### src/rtl/demux_2bit_1x4_buf.sv
// Buffered 1-to-4 demultiplexer: one producer fans out to four independent channel FIFOs,
// each with its own valid/ready handshake toward its consumer.
module demux_2bit_1x4_buf #(
    parameter int WIDTH = 2,
    parameter int DEPTH = 2
) (
    input  logic             Clk_s,
    input  logic             Rstn_s,
    input  logic [WIDTH-1:0] In_s,
    input  logic [1:0]       Sel_s,
    input  logic             InValid_s,
    output logic             InReady_gs,
    output logic [WIDTH-1:0] OutA_gs,
    output logic [WIDTH-1:0] OutB_gs,
    output logic [WIDTH-1:0] OutC_gs,
    output logic [WIDTH-1:0] OutD_gs,
    output logic             OutValidA_gs,
    output logic             OutValidB_gs,
    output logic             OutValidC_gs,
    output logic             OutValidD_gs,
    input  logic             OutReadyA_s,
    input  logic             OutReadyB_s,
    input  logic             OutReadyC_s,
    input  logic             OutReadyD_s
);

    localparam int AW = $clog2(DEPTH);
    localparam int CW = $clog2(DEPTH + 1);

    logic [3:0]         push_s;
    logic [3:0]         pop_s;
    logic [3:0]         valid_s;
    logic [3:0]         full_s;
    logic [3:0]         ready_s;
    logic [4*WIDTH-1:0] head_s;
    logic               accept_s;

    assign ready_s = {OutReadyD_s, OutReadyC_s, OutReadyB_s, OutReadyA_s};

    // Readiness depends only on the currently selected channel; a pop on that channel does not help.
    assign InReady_gs = ~full_s[Sel_s];
    assign accept_s   = InValid_s & InReady_gs;

    // Decode the accepted word into a one-hot push strobe and qualify consumer pops.
    always_comb begin
        push_s = 4'b0000;
        if (accept_s) begin
            push_s = 4'b0001 << Sel_s;
        end else begin
            push_s = 4'b0000;
        end
        pop_s = valid_s & ready_s;
    end

    for (genvar ch = 0; ch < 4; ch++) begin : g_ch
        logic [WIDTH-1:0] mem_r [DEPTH];
        logic [AW-1:0]    wr_ptr_r;
        logic [AW-1:0]    rd_ptr_r;
        logic [CW-1:0]    count_r;

        // Channel FIFO storage, power-of-two pointers wrapping naturally, and occupancy count.
        always_ff @(posedge Clk_s or negedge Rstn_s) begin
            if (!Rstn_s) begin
                wr_ptr_r <= '0;
                rd_ptr_r <= '0;
                count_r  <= '0;
                for (int i = 0; i < DEPTH; i++) begin
                    mem_r[i] <= '0;
                end
            end else begin
                if (push_s[ch]) begin
                    mem_r[wr_ptr_r] <= In_s;
                    wr_ptr_r        <= wr_ptr_r + AW'(1);
                end
                if (pop_s[ch]) begin
                    rd_ptr_r <= rd_ptr_r + AW'(1);
                end
                case ({push_s[ch], pop_s[ch]})
                    2'b10:   count_r <= count_r + CW'(1);
                    2'b01:   count_r <= count_r - CW'(1);
                    default: count_r <= count_r;
                endcase
            end
        end

        assign valid_s[ch] = (count_r != CW'(0));
        assign full_s[ch]  = (count_r == CW'(DEPTH));
        // Head word is masked to zero when empty so stale storage never leaks out.
        assign head_s[ch*WIDTH +: WIDTH] = valid_s[ch] ? mem_r[rd_ptr_r] : {WIDTH{1'b0}};
    end

    assign OutA_gs      = head_s[0*WIDTH +: WIDTH];
    assign OutB_gs      = head_s[1*WIDTH +: WIDTH];
    assign OutC_gs      = head_s[2*WIDTH +: WIDTH];
    assign OutD_gs      = head_s[3*WIDTH +: WIDTH];
    assign OutValidA_gs = valid_s[0];
    assign OutValidB_gs = valid_s[1];
    assign OutValidC_gs = valid_s[2];
    assign OutValidD_gs = valid_s[3];

endmodule

### config.mk
export PLATFORM = sky130hd
export DESIGN_NAME = demux_2bit_1x4_buf
export DESIGN_NICKNAME = d
export VERILOG_FILES = /design/src/rtl/demux_2bit_1x4_buf.sv
export SDC_FILE = /design/constraint.sdc
export NUM_CORES = 1
export LEC_CHECK = 0
export ABC_AREA = 1
export CAP_MARGIN = 20
export CORE_MARGIN = 5
export CORE_UTILIZATION = 55
export CTS_BUF_LIST = sky130_fd_sc_hd__clkbuf_4 sky130_fd_sc_hd__clkbuf_8 sky130_fd_sc_hd__clkbuf_16
export DETAILED_ROUTE_END_ITERATION = 7
export DONT_BUFFER_PORTS = 1
export PLACE_DENSITY_LB_ADDON = 0.25
export SETUP_SLACK_MARGIN = 0.5
export SKIP_LAST_GASP = 1
export SYNTH_ARGS = -nofsm -noshare
export SYNTH_HDL_FRONTEND = slang
export SYNTH_SLANG_ARGS = --single-unit
### constraint.sdc
create_clock -name Clk_s -period 2.1 [get_ports Clk_s]
set_input_delay 0.42 -clock Clk_s [delete_from_list [all_inputs] [get_ports Clk_s]]
set_output_delay 0.42 -clock Clk_s [all_outputs]
set_load 0.02 [all_outputs]
==> results.sh <==
export IMPL_area_growth_pct=30.37
export IMPL_cts_buffer_depth=2
export IMPL_dr_pass1_iters=4
export IMPL_fmax_mhz=587.4
export IMPL_cap_violations=0
export IMPL_drc=0
export IMPL_port_buffers=0
export IMPL_worst_pin_slew_ps=247.4
export IMPL_pwr_share_seq_pct=37.3
export IMPL_cts_htree_levels=2
export IMPL_startpoint_type="flop"
export IMPL_cp_slowest_cell="dfrtp_1"
export IMPL_gr_usage_all_layers_pct=18.61
export IMPL_crit_chain="inv_2, nor2_1, nand2_1, nand2_2, nor2_4"
export IMPL_critPathTopFamily="flip-flops"
export IMPL_hpwl_mm=2.339
export IMPL_fin_hold_ws_ps=200.5
export IMPL_synthCells=218
export IMPL_rrSetupSlack_ps=400
export IMPL_critPathMaxFanout=5
export IMPL_fin_crit_sh_pct=81.07
export IMPL_clock_skew_final_ps=2.132
export IMPL_initial_core_util_pct=56.30
export IMPL_crit_arrival_ps=1280
export IMPL_grt_pass1_wl_mm=5.947
export IMPL_intPower_uw=1877
export IMPL_syn_area_per_cell_um2=7.691
export IMPL_vias=1423
export IMPL_die_y_um=65.21
export IMPL_final_layout_size_suffix_gt1_share_pct=35.08
export IMPL_synth_top_cell_area_share_pct=47.76
export IMPL_overflow=0
export IMPL_power_frac_comb_pct=51.0
export IMPL_p_switching_uw=1485
export IMPL_yosysSeqAreaShare_pct=47.76
export IMPL_drt_wirelength_per_cell_um=12.47
export IMPL_netlist_top_cells_area="dfrtp_1 48%, nand2_1 18%, inv_1 7.2%"
export IMPL_cp_required_ps=1680
export IMPL_power_density_nw_per_um2=1538
export IMPL_fin_setup_tns_ps=0
export IMPL_fill_cells=229
export IMPL_setup_viol=0
export IMPL_drv_slew=0
export IMPL_irDropWorstVdd_v=0.0009622
export IMPL_dieArea_um2=4252
export IMPL_yosysWarningCount=0
export IMPL_core_region_area_um2=2978
export IMPL_status="complete, no violations"
export IMPL_post_synth_top_area_cell="dfrtp_1"
export IMPL_initialDrtViolationCount=36
export IMPL_grt_pass1_vias=1349
export IMPL_syn_area_um2=1677
export IMPL_ios=24
export IMPL_power_leakage_uw=0.001096
export IMPL_antenna_left=0
export IMPL_synth_nets=233
export IMPL_p_sw_share_pct=44.17
export IMPL_cts_inserted_buffers=5
export IMPL_cts_root_buf="clkbuf_4"
export IMPL_critPathKind="flop to output port"
export IMPL_cp_buffers_inverters=1
export IMPL_slowest_delay_ps=450
export IMPL_finalHoldViolations=0
export IMPL_antenna_found_initial=0
export IMPL_clock_sinks=32
export IMPL_critPathCaptureType="output port"
export IMPL_rows=20
export IMPL_final_common_cell="nand2_1"
export IMPL_max_slew_margin_pct=83.47
export IMPL_drt_total_wl_mm=3.503
export IMPL_finalNetCount=262
export IMPL_cts_tree="built"
export IMPL_hold_path_class="input port to flop"
export IMPL_die_w_um=65.21
export IMPL_via_per_inst=5.064
export IMPL_ys_ff_latch=32
export IMPL_worstSkewPairLatency_ps=330
export IMPL_grt_setup_unrepaired="true"
export IMPL_globalplace_congestion=0.8225
export IMPL_synthDistinctLibCells=18
export IMPL_pwr_share_clk_pct=11.7
export IMPL_clkSlewWorstSetupHoldPaths_ps=90
export IMPL_grt_max_degree=33
export IMPL_final_cell_mix="71 x nand2_1, 28 x dfrtp_1, 20 x buf_4"
export IMPL_min_period_ps=1702
export IMPL_diodes=0
[through the flow]
step	cell area (µm²)	std cells	power, µW	util [%]	setup WS (ps)
finish	2186	281	3362	73.40	397.5
global route	2186	281	3665	73.40	272.8
CTS	2048	273	3080	68.78	398.3
detailed placement	1763	249	2343	59.20	341.1
global placement	1763	249	2310	59.20	353.9
floorplan	1732	218	2141	-	467.9
[final timing paths]
| path | from | to | depth (start not counted) |
|---|---|---|---|
| worst max-delay path | g_ch[0].count_r[1] | InReady_gs | 5 |
| worst min-delay path | In_s[1] | g_ch[1].mem_r[1] | 2 |
| worst max register to register | g_ch[0].count_r[1] | g_ch[2].count_r[1] | 12 |
| worst min register to register | g_ch[1].mem_r[1] | g_ch[1].mem_r[1] | 2 |
| max in group asynchronous | Rstn_s | g_ch[3].count_r[0] | 2 |
| min in group asynchronous | Rstn_s | g_ch[2].mem_r[1] | 2 |
[flip-flops by register name, summed over array words and instances, names as in the netlist]
register / count
g_ch.count_r: 8
g_ch.mem_r: 16
g_ch.rd_ptr_r: 4
g_ch.wr_ptr_r: 4
[cells in the mapped netlist]
master,n
a21oi_1,12
clkbuf_2,2
inv_1,32
xor2_1,7
nor2_1,15
inv_2,1
nand3_1,11
nand3_2,1
nor2_2,3
o21ai_0,4
xnor2_1,5
nand2_4,1
nand2_2,1
nand4_1,6
nor2_4,1
nand2_1,80
ha_1,4
dfrtp_1,32
[what timing repair did]
item	in CTS	in global routing
gates resized for setup	26	27
hold buffers	2	0
endpoints found under the setup margin	14	16
pin swaps	6	10
hold endpoints to repair	32	0
setup buffers	14	8
[power by group through the flow]
stage | Sequential, µW | Combinational (µW) | Clock [µW]
after CTS | 1220 | 1450 | 405
final | 1250 | 1710 | 394
after global placement | 1190 | 1120 | 0
after global routing | 1310 | 1910 | 445
after detailed placement | 1190 | 1150 | 0
after floorplan | 1130 | 1010 | 0
[metal layers]
layer / part of all wire (%) / track usage (%) / wire length (µm) / vias to the layer above
met5: 0 / 0 / 0 / -
met4: 2.2 / 9.326 / 76 / 0
met2: 50 / 29.84 / 1740 / 27
met1: 44 / 21.83 / 1532 / 653
li1: - / - / - / 734
met3: 4.4 / 6.838 / 153 / 9
[layout make-up]
class	count	area, µm²	area share, %
Timing Repair Buffer	24	202.7	9.273
Multi-Input combinational cell	151	943.4	43.16
Clock buffer	8	66.31	3.034
Sequential cell	32	805.8	36.86
Inverter	33	126.4	5.781
Tap cell	33	41.29	1.889
[cells by family after synthesis]
group / after synthesis / share of synthesized area, %
adder cells (fa/ha/maj): 4 / 2.985
AO/OA/AOI/OAI: 16 / 4.776
XOR/XNOR: 12 / 6.269
buffers and inverters: 35 / 7.985
flip-flops: 32 / 47.76
AND/OR/NAND/NOR: 119 / 30.22
Power figures use the tool's default switching activity.
